$ cat src/rtl/memif_wide_pkg.sv
`default_nettype none
//============================================================================
// Module      : memif_wide_pkg
// Description : Shared constants for the memif_wide register-to-memory
//               bridge: FSM state encoding, slave register indices and
//               CTRL/STAT bit positions.
// Revision    : 1.0 - initial release
//============================================================================
package memif_wide_pkg;

    // FSM state encoding
    localparam logic [1:0] ST_IDLE = 2'd0;
    localparam logic [1:0] ST_MWR  = 2'd1;
    localparam logic [1:0] ST_MRD  = 2'd2;
    localparam logic [1:0] ST_DONE = 2'd3;

    // Slave register word indices
    localparam int REG_ADDR  = 0;
    localparam int REG_CTRL  = 1;
    localparam int REG_LANE0 = 2;

    // CTRL/STAT bit positions
    localparam int CTRL_AUTOINC = 0;
    localparam int CTRL_BUSY    = 1;
    localparam int CTRL_ERR     = 2;

endpackage
`default_nettype wire

$ cat src/rtl/memif_wide_lanes.sv
`default_nettype none
//============================================================================
// Module      : memif_wide_lanes
// Description : DW-bit data word held as DW/32 slave-visible 32-bit lanes.
//               Lane k lives at slave address REG_LANE0+k.
// Ports       : clk, reset      - clock, synchronous active-high reset
//               wr_en, addr,    - slave lane write (decoded from addr)
//               wdata
//               load_en,        - whole-word load from the master side
//               load_data
//               word            - full data word (master write data)
//               rdata           - lane read mux, 0 for non-lane addresses
// Revision    : 1.0 - initial release
//============================================================================
module memif_wide_lanes
    import memif_wide_pkg::*;
#(
    parameter int DW  = 64,
    parameter int SAW = 2
)(
    input  logic           clk,
    input  logic           reset,
    input  logic           wr_en,
    input  logic [SAW-1:0] addr,
    input  logic [31:0]    wdata,
    input  logic           load_en,
    input  logic [DW-1:0]  load_data,
    output logic [DW-1:0]  word,
    output logic [31:0]    rdata
);

    localparam int LANES = DW / 32;

    logic [31:0] r_lane [LANES];

    // Slave writes and master loads are never simultaneous (IDLE vs MRD),
    // the load still takes priority for safety.
    always_ff @(posedge clk) begin
        for (int i = 0; i < LANES; i++) begin
            if (reset) begin
                r_lane[i] <= '0;
            end else if (load_en) begin
                r_lane[i] <= load_data[32*i +: 32];
            end else if (wr_en && (addr == SAW'(REG_LANE0 + i))) begin
                r_lane[i] <= wdata;
            end
        end
    end

    always_comb begin
        rdata = '0;
        for (int i = 0; i < LANES; i++) begin
            if (addr == SAW'(REG_LANE0 + i)) begin
                rdata = r_lane[i];
            end
        end
    end

    genvar g;
    generate
        for (g = 0; g < LANES; g++) begin : g_pack
            assign word[32*g +: 32] = r_lane[g];
        end
    endgenerate

endmodule
`default_nettype wire

$ cat src/rtl/memif_wide.sv
`default_nettype none
//============================================================================
// Module      : memif_wide
// Description : 32-bit Avalon-MM slave register window driving one DW-bit
//               Avalon-MM master transfer per top-lane access.
//               Map: 0=ADDR, 1=CTRL/STAT (AUTOINC, BUSY, ERR), 2..LANES+1
//               = data lanes. Top lane access starts the master transfer.
// Ports       : clk, reset                 - clock, sync active-high reset
//               s_address/s_write/s_read/  - 32-bit slave side
//               s_writedata/s_readdata/s_waitrequest
//               m_address/m_write/m_read/  - DW-bit master side
//               m_writedata/m_readdata/m_waitrequest
// Options     : MEMIF_WIDE_TIMEOUT_EN - master watchdog; after TIMEOUT
//               stalled cycles the transfer is abandoned and ERR is set.
// Revision    : 1.0 - initial release
//============================================================================
module memif_wide
    import memif_wide_pkg::*;
#(
    parameter int DW      = 64,
    parameter int AW      = 32,
    parameter int SAW     = 2,
    parameter int TIMEOUT = 1024
)(
    input  logic           clk,
    input  logic           reset,
    input  logic [SAW-1:0] s_address,
    input  logic           s_write,
    input  logic           s_read,
    input  logic [31:0]    s_writedata,
    output logic [31:0]    s_readdata,
    output logic           s_waitrequest,
    output logic [AW-1:0]  m_address,
    output logic           m_write,
    output logic           m_read,
    output logic [DW-1:0]  m_writedata,
    input  logic [DW-1:0]  m_readdata,
    input  logic           m_waitrequest
);

    localparam int             LANES  = DW / 32;
    localparam logic [SAW-1:0] TOP    = SAW'(LANES + 1);
    localparam logic [SAW-1:0] A_ADDR = SAW'(REG_ADDR);
    localparam logic [SAW-1:0] A_CTRL = SAW'(REG_CTRL);

    logic [1:0]    r_state;
    logic [AW-1:0] r_addr;
    logic          r_autoinc;
    logic          r_mwr;
    logic          r_mrd;

    logic          w_access;
    logic          w_start;
    logic          w_xfer;
    logic          w_err;
    logic          w_inc_ok;
    logic          w_lane_wr;
    logic          w_lane_load;
    logic [31:0]   w_lane_rdata;
    logic [31:0]   w_ctrl;
    logic [DW-1:0] w_word;

    assign w_access = s_write | s_read;
    assign w_start  = (r_state == ST_IDLE) && w_access && (s_address == TOP);
    assign w_xfer   = (r_state == ST_MWR) || (r_state == ST_MRD);

`ifdef MEMIF_WIDE_TIMEOUT_EN
    localparam int CW = $clog2(TIMEOUT + 1);

    logic [CW-1:0] r_cnt;
    logic          r_err;
    logic          r_timed_out;
    logic          w_expire;

    // Fires on the stalled cycle that brings the count up to TIMEOUT.
    assign w_expire = w_xfer && m_waitrequest && (r_cnt == CW'(TIMEOUT - 1));
    assign w_err    = r_err;
    // An abandoned transfer must not advance the address.
    assign w_inc_ok = r_autoinc && !r_timed_out;

    always_ff @(posedge clk) begin
        if (reset) begin
            r_cnt       <= '0;
            r_err       <= 1'b0;
            r_timed_out <= 1'b0;
        end else begin
            if (w_start) begin
                r_cnt <= '0;
            end else if (w_xfer && m_waitrequest) begin
                r_cnt <= r_cnt + 1'b1;
            end

            if (w_expire) begin
                r_err <= 1'b1;
            end else if ((r_state == ST_IDLE) && s_write && (s_address == A_CTRL)
                         && s_writedata[CTRL_ERR]) begin
                r_err <= 1'b0;
            end

            if (w_expire) begin
                r_timed_out <= 1'b1;
            end else if (r_state == ST_DONE) begin
                r_timed_out <= 1'b0;
            end
        end
    end
`else
    assign w_err    = 1'b0;
    assign w_inc_ok = r_autoinc;
`endif

    // Only a top-lane start or a slave access during the master transfer
    // stalls; DONE releases the pending access.
    assign s_waitrequest = w_start || (w_xfer && w_access);

    // Lane writes happen only in IDLE; the top-lane write of a start is
    // captured on the start edge so m_writedata is complete in MWR.
    assign w_lane_wr   = (r_state == ST_IDLE) && s_write;
    assign w_lane_load = (r_state == ST_MRD) && !m_waitrequest;

    always_ff @(posedge clk) begin
        if (reset) begin
            r_state   <= ST_IDLE;
            r_addr    <= '0;
            r_autoinc <= 1'b0;
            r_mwr     <= 1'b0;
            r_mrd     <= 1'b0;
        end else begin
            case (r_state)
                ST_IDLE: begin
                    if (s_write && (s_address == A_ADDR)) begin
                        r_addr <= AW'(s_writedata);
                    end
                    if (s_write && (s_address == A_CTRL)) begin
                        r_autoinc <= s_writedata[CTRL_AUTOINC];
                    end
                    if (w_start) begin
                        // Write wins when both strobes are high.
                        if (s_write) begin
                            r_mwr   <= 1'b1;
                            r_state <= ST_MWR;
                        end else begin
                            r_mrd   <= 1'b1;
                            r_state <= ST_MRD;
                        end
                    end
                end
                ST_MWR, ST_MRD: begin
                    if (!m_waitrequest) begin
                        r_mwr   <= 1'b0;
                        r_mrd   <= 1'b0;
                        r_state <= ST_DONE;
                    end
`ifdef MEMIF_WIDE_TIMEOUT_EN
                    else if (w_expire) begin
                        r_mwr   <= 1'b0;
                        r_mrd   <= 1'b0;
                        r_state <= ST_DONE;
                    end
`endif
                end
                default: begin
                    if (w_inc_ok) begin
                        r_addr <= r_addr + AW'(DW / 8);
                    end
                    r_state <= ST_IDLE;
                end
            endcase
        end
    end

    memif_wide_lanes #(
        .DW  (DW),
        .SAW (SAW)
    ) u_lanes (
        .clk       (clk),
        .reset     (reset),
        .wr_en     (w_lane_wr),
        .addr      (s_address),
        .wdata     (s_writedata),
        .load_en   (w_lane_load),
        .load_data (m_readdata),
        .word      (w_word),
        .rdata     (w_lane_rdata)
    );

    always_comb begin
        w_ctrl               = '0;
        w_ctrl[CTRL_AUTOINC] = r_autoinc;
        w_ctrl[CTRL_BUSY]    = (r_state != ST_IDLE);
        w_ctrl[CTRL_ERR]     = w_err;
    end

    always_comb begin
        s_readdata = w_lane_rdata;
        if (s_address == A_ADDR) begin
            s_readdata = 32'(r_addr);
        end else if (s_address == A_CTRL) begin
            s_readdata = w_ctrl;
        end
    end

    assign m_address   = r_addr;
    assign m_write     = r_mwr;
    assign m_read      = r_mrd;
    assign m_writedata = w_word;

endmodule
`default_nettype wire
$ cat config.mk
export PLATFORM = sky130hd
export DESIGN_NAME = memif_wide
export DESIGN_NICKNAME = d
export VERILOG_FILES = /design/src/rtl/memif_wide_pkg.sv /design/src/rtl/memif_wide_lanes.sv /design/src/rtl/memif_wide.sv
export SDC_FILE = /design/constraint.sdc
export NUM_CORES = 1
export LEC_CHECK = 0
export CAP_MARGIN = 0
export CORE_MARGIN = 10
export CORE_UTILIZATION = 40
export DETAILED_ROUTE_END_ITERATION = 7
export HOLD_SLACK_MARGIN = 0.08
export PLACE_DENSITY = 0.75
export SLEW_MARGIN = 0
export SYNTH_ARGS = -nofsm -noshare
export SYNTH_HDL_FRONTEND = slang
export SYNTH_SLANG_ARGS = --single-unit
$ cat constraint.sdc
create_clock -name clk -period 5.8 [get_ports clk]
set_input_delay 1.74 -clock clk [delete_from_list [all_inputs] [get_ports clk]]
set_output_delay 1.74 -clock clk [all_outputs]
set_load 0.03 [all_outputs]
; Word level (Yosys, flattened, before mapping)
; Memory sizes are Yosys's and may differ from the RTL's.
; Cells that the tools add are included.
[classes]
addsub = 1
bitwise_logic = 6
reduce_logical = 23
muxes = 35
n_eq_ne = 10
[ops]
columns = operator, count
row1 = $mux 32, 10
row2 = $pmux 32 s2, 1
row3 = $add 32x4->32 const B, 1
row4 = $mux 1, 18
row5 = $logic_and 1x1->1, 9
row6 = $ne 2x2->1 const B, 4
row7 = $reduce_and 4->1, 2
row8 = $eq 2x2->1 const B, 3
row9 = $mux 2, 3
row10 = $reduce_bool 2->1, 3
row11 = $or 1x1->1, 5
row12 = $eq 2x1->1 const B, 2
row13 = $logic_not 2->1, 2
row14 = $pmux 1 s2, 2
row15 = $pmux 2 s2, 1
row16 = $reduce_and 2->1, 2
row17 = $reduce_and 3->1, 1
row18 = $logic_or 1x1->1, 2
row19 = $ne 2x1->1 const B, 1
row20 = $reduce_or 2->1, 1
row21 = $logic_not 1->1, 1
row22 = $not 1->1, 1
[word_totals]
word_cells = 81
ram_bits = 64
output_inout_bits = 131
in_bits = 103
n_memories = 1
ff_bits = 37
[memory_table]
columns = memory, depth, width, rd, rd_ports_with_merged_regs, wr, line_no
row1 = u_lanes.r_lane, 2, 32, 2, 0, 2, memif_wide_lanes.sv:34  ; logic [31:0] r_lane [LANES];

; Logic depth before layout (Yosys ltp)
[depth]
depth_word = 8
depth_mapped = 9

; Cells and area by module
; From an unflattened synthesis, not the netlist that was laid out.
[unflattened]
cells_unflattened = 653
area_unflattened_um2 = 6286.0
[modules_own_cells]
columns = mod, n_inst, area_per_inst_um2, cells_each, seq_area_each_um2
row1 = memif_wide_lanes, 1, 3349.5, 227, 1921.8
row2 = memif_wide, 1, 2936.6, 426, 740.7

; Least setup slack after synthesis
; OpenSTA, ideal clock, no wires.
[synth_timing]
kind = in2reg
startpoint = in s_write
endpoint = mem u_lanes.r_lane[1][0], enable pin
stages = 3
t_required_ns = 5.334
path_buffers = 1
t_arrival_ns = 4.417
setup_slack_ns = 0.917
path_cell_list = clkbuf_1 nand2_1 o21ai_0
[synth_rtl]
columns = item, line_no
row1 = from (decl), memif_wide.sv:28  ; input logic s_write,
row2 = to (decl), memif_wide_lanes.sv:34

; Worst setup path after layout
[layout_timing]
startpoint = in s_address[1]
endpoint = out s_readdata[3]
[layout_between]
elab_chain_cells = 5
[layout_rtl]
columns = item, line_no
row1 = from (decl), memif_wide.sv:27  ; input logic [SAW-1:0] s_address,
row2 = $eq 2x2->1, memif_wide_lanes.sv:53  ; if (addr == SAW'(REG_LANE0 + i)) begin
row3 = $mux 32 (2 in a row), memif_wide_lanes.sv:53
row4 = $mux 32, memif_wide.sv:198  ; end else if (s_address == A_CTRL) begin
row5 = $mux 32 *, memif_wide.sv:196  ; if (s_address == A_ADDR) begin
row6 = to (decl), memif_wide.sv:31  ; output logic [31:0] s_readdata,
; Mark *: on every way between the ends. The rest lies on a longest branch, timed or not.

==> results.tsv <==
metric	value	unit
outcome	completed	
first-pass GRT wire length	33200	um
Vias	5652	
Peak VDD IR	0.167	mV
post-DR wirelength/cell	22.8	um
full die area	19500	um2
Pins Over Slew Limit	0	
Placeable Area	14000	um2
detailed placement HPWL	15600	um
post-synthesis sequential area ratio	46.4	%
Synth cell types	53	
port bufs	233	
Area Overhead vs Synth	47.3	%
Main synth FF type	edfxtp_1	
synth top area cells	edfxtp_1 33%, a22o_1 14%, dfxtp_1 13%, mux2_2 5.9%, nand2_1 3.4%	
Final Critical Period	5470	ps
Yosys top cell area share	33.5	%
cell leakage power	2.96	nW
Synth warnings	0	
clk root buf	clkbuf_16	
layout cells sized above 1	8.78	%
Post-DRT Antenna Nets	0	
slew at the pin with the worst max-slew slack	1200	ps
placed cell areas	8210	um2
Layout Nets	854	
Ports	234	
non-filler cells, final	932	
All-Layer GR Usage	20.9	%
# hold bufs at CTS	0	
largest net degree at the start of global routing	58	
top-count cell post-synth	a22o_1	
post-synth top area cell	edfxtp_1	
worst clock skew	5.14	ps
PwrDens	330	nW/um2
Clk Latency, worst-skew pair	350	ps
max-cap violations	0	
Synthesized Nets	652	
setup TNS	0	ps
Reg clk slew, reported paths	60	ps
Register Area	2660	um2
Synth Area per Inst	10.5	um2
M2 GR Usage	35.1	%
# diodes	0	
DRC viols	0	
number of core rows	43	
critical path peak fanout	30	
chip height	140	um
Pre-Repair DR Iteration Count	7	
Post-Route WL	21300	um
initial antenna violation count	0	
synthesized area	5740	um2
most frequent cells after synthesis	95 x a22o_1, 64 x edfxtp_1, 52 x nand2_1	
CTS Buffer Depth	2	
RSZ-0062 raised after global routing	no	
Sink Count	101	
CP arrival	3730	ps
Max stage delay on crit path	770	ps
startpoint types	input port	
GR Overflow Total	0	
crit path capture type	primary output	
routability congestion estimate	0.841	
# Post-CTS Setup Buffers	0	
Worst EP required	4060	ps
htree depth	3	
WS Path Type	input port to primary output	
Slew HR	20.0	%
Critical Path, Cell by Cell	buf_2 > nor2_4 > a22o_1 > clkdlybuf4s50_1	
EDFF count, synth	64	
Mapped Cells	545	
CTS resizes	0	
dpl cells	916	
# setup viols final	0	
Worst path slowest cell	nor2_4	
area of the multi-input gates	2900	um2
Die W	140	um
fill cell count	1166	
vias per cell	6.06	
GR Util met3	5.68	%
synthesized flop and latch total	101	
CTS tree	yes	
Final Cycle Share	94.2	%
GR peak layer	met2	
Fmax	0.183	GHz
TritonCTS Buffers	9	
Starting Density	41.1	%
Fin. Hold Viols	0	
met1 Track Usage GR	24.7	%
fin area	8460	um2
Hold Crit Class	flip-flop to flip-flop	
vias in the first global route	5851	
1st-iter DRT viols	480	
async set or reset register ratio after synthesis	0	%
-- final cells by class --
cell class	instances	area share [%]
multi-input combinational	383	34.2
sequential	101	31.5
timing repair buffer	241	28.2
clock buffer	14	2.88
tap	180	2.66
inverter	11	0.488
clock inverter	2	0.118
-- logic make-up (layout without fill, tap and decap cells) --
kind of cell	Yosys count	after routing	synth area share [%]
AOI/OAI and AO/OA	182	182	26.1
adders and majority gates	4	4	0.871
and+or+nand+nor	157	157	14.5
DFF	101	101	46.4
buffers and inverters	61	268	4.05
muxes	40	40	8.06
-- worst paths after layout --
path / start / to / slack (ps) / cells after the start
worst min-delay path: m_address[2]$_SDFFE_PP0P_ / m_address[2]$_SDFFE_PP0P_ / 490 / 2
worst max-delay path: s_address[1] / s_readdata[3] / 330 / 4
worst min register to register: m_address[2]$_SDFFE_PP0P_ / m_address[2]$_SDFFE_PP0P_ / 490 / 2
worst max register to register: r_state[0]$_SDFFE_PP0P_ / m_address[10]$_SDFFE_PP0P_ / 2870 / 7
-- cells in the final DEF, fill, tap and decap left out, types with 4 or more instances in the layout --
master,instances
a211o_1,4
a211oi_1,4
a21oi_1,17
a22o_1,95
a32o_1,11
and3_1,6
and4_1,4
buf_4,8
clkbuf_1,5
clkbuf_16,9
clkdlybuf4s50_1,231
dfxtp_1,37
edfxtp_1,64
inv_1,9
mux2_2,30
mux2i_1,8
nand2_1,51
nand2b_1,8
nand3_1,9
nand4_1,13
nor2_1,16
nor3_1,5
nor4_1,5
nor4b_1,4
o211ai_1,8
o311ai_0,5
o31ai_1,9
o41ai_1,8
or3_1,12
or4_1,4
-- flip-flops by register name, summed over array words and instances, names as in the netlist --
| register | flops |
|---|---|
| m_address | 32 |
| m_read | 1 |
| m_write | 1 |
| r_autoinc | 1 |
| r_state | 2 |
| u_lanes.r_lane | 64 |
-- routing by layer --
layer	share of wire [%]	vias up
li1	-	2595
met1	40	2749
met2	49	273
met3	8.7	35
met4	2.2	0
met5	0	-
-- power breakdown --
group	switching [W]	internal, W
clock	0.000262	0.000291
combinational	0.000695	0.000502
sequential	0.000123	0.000915
total	0.00108	0.00171
-- metrics by stage --
step	worst slack [ps]	util [%]	hold slack [ps]	power (W)
2_1_floorplan	917	-	490	0.00172
3_3_place_gp	409	58.7	470	0.00223
3_5_place_dp	353	58.7	477	0.00225
4_1_cts	335	60.5	490	0.00280
5_1_grt	289	60.5	523	0.00292
6_report	335	60.5	490	0.00279
-- worst max-delay path, delay by kind of cell --
family                 cells  cell delay [ps]
AND/OR/NAND/NOR            1              770
buffers and inverters      2              930
AO/OA/AOI/OAI              1              280
Power figures use the tool's default switching activity.
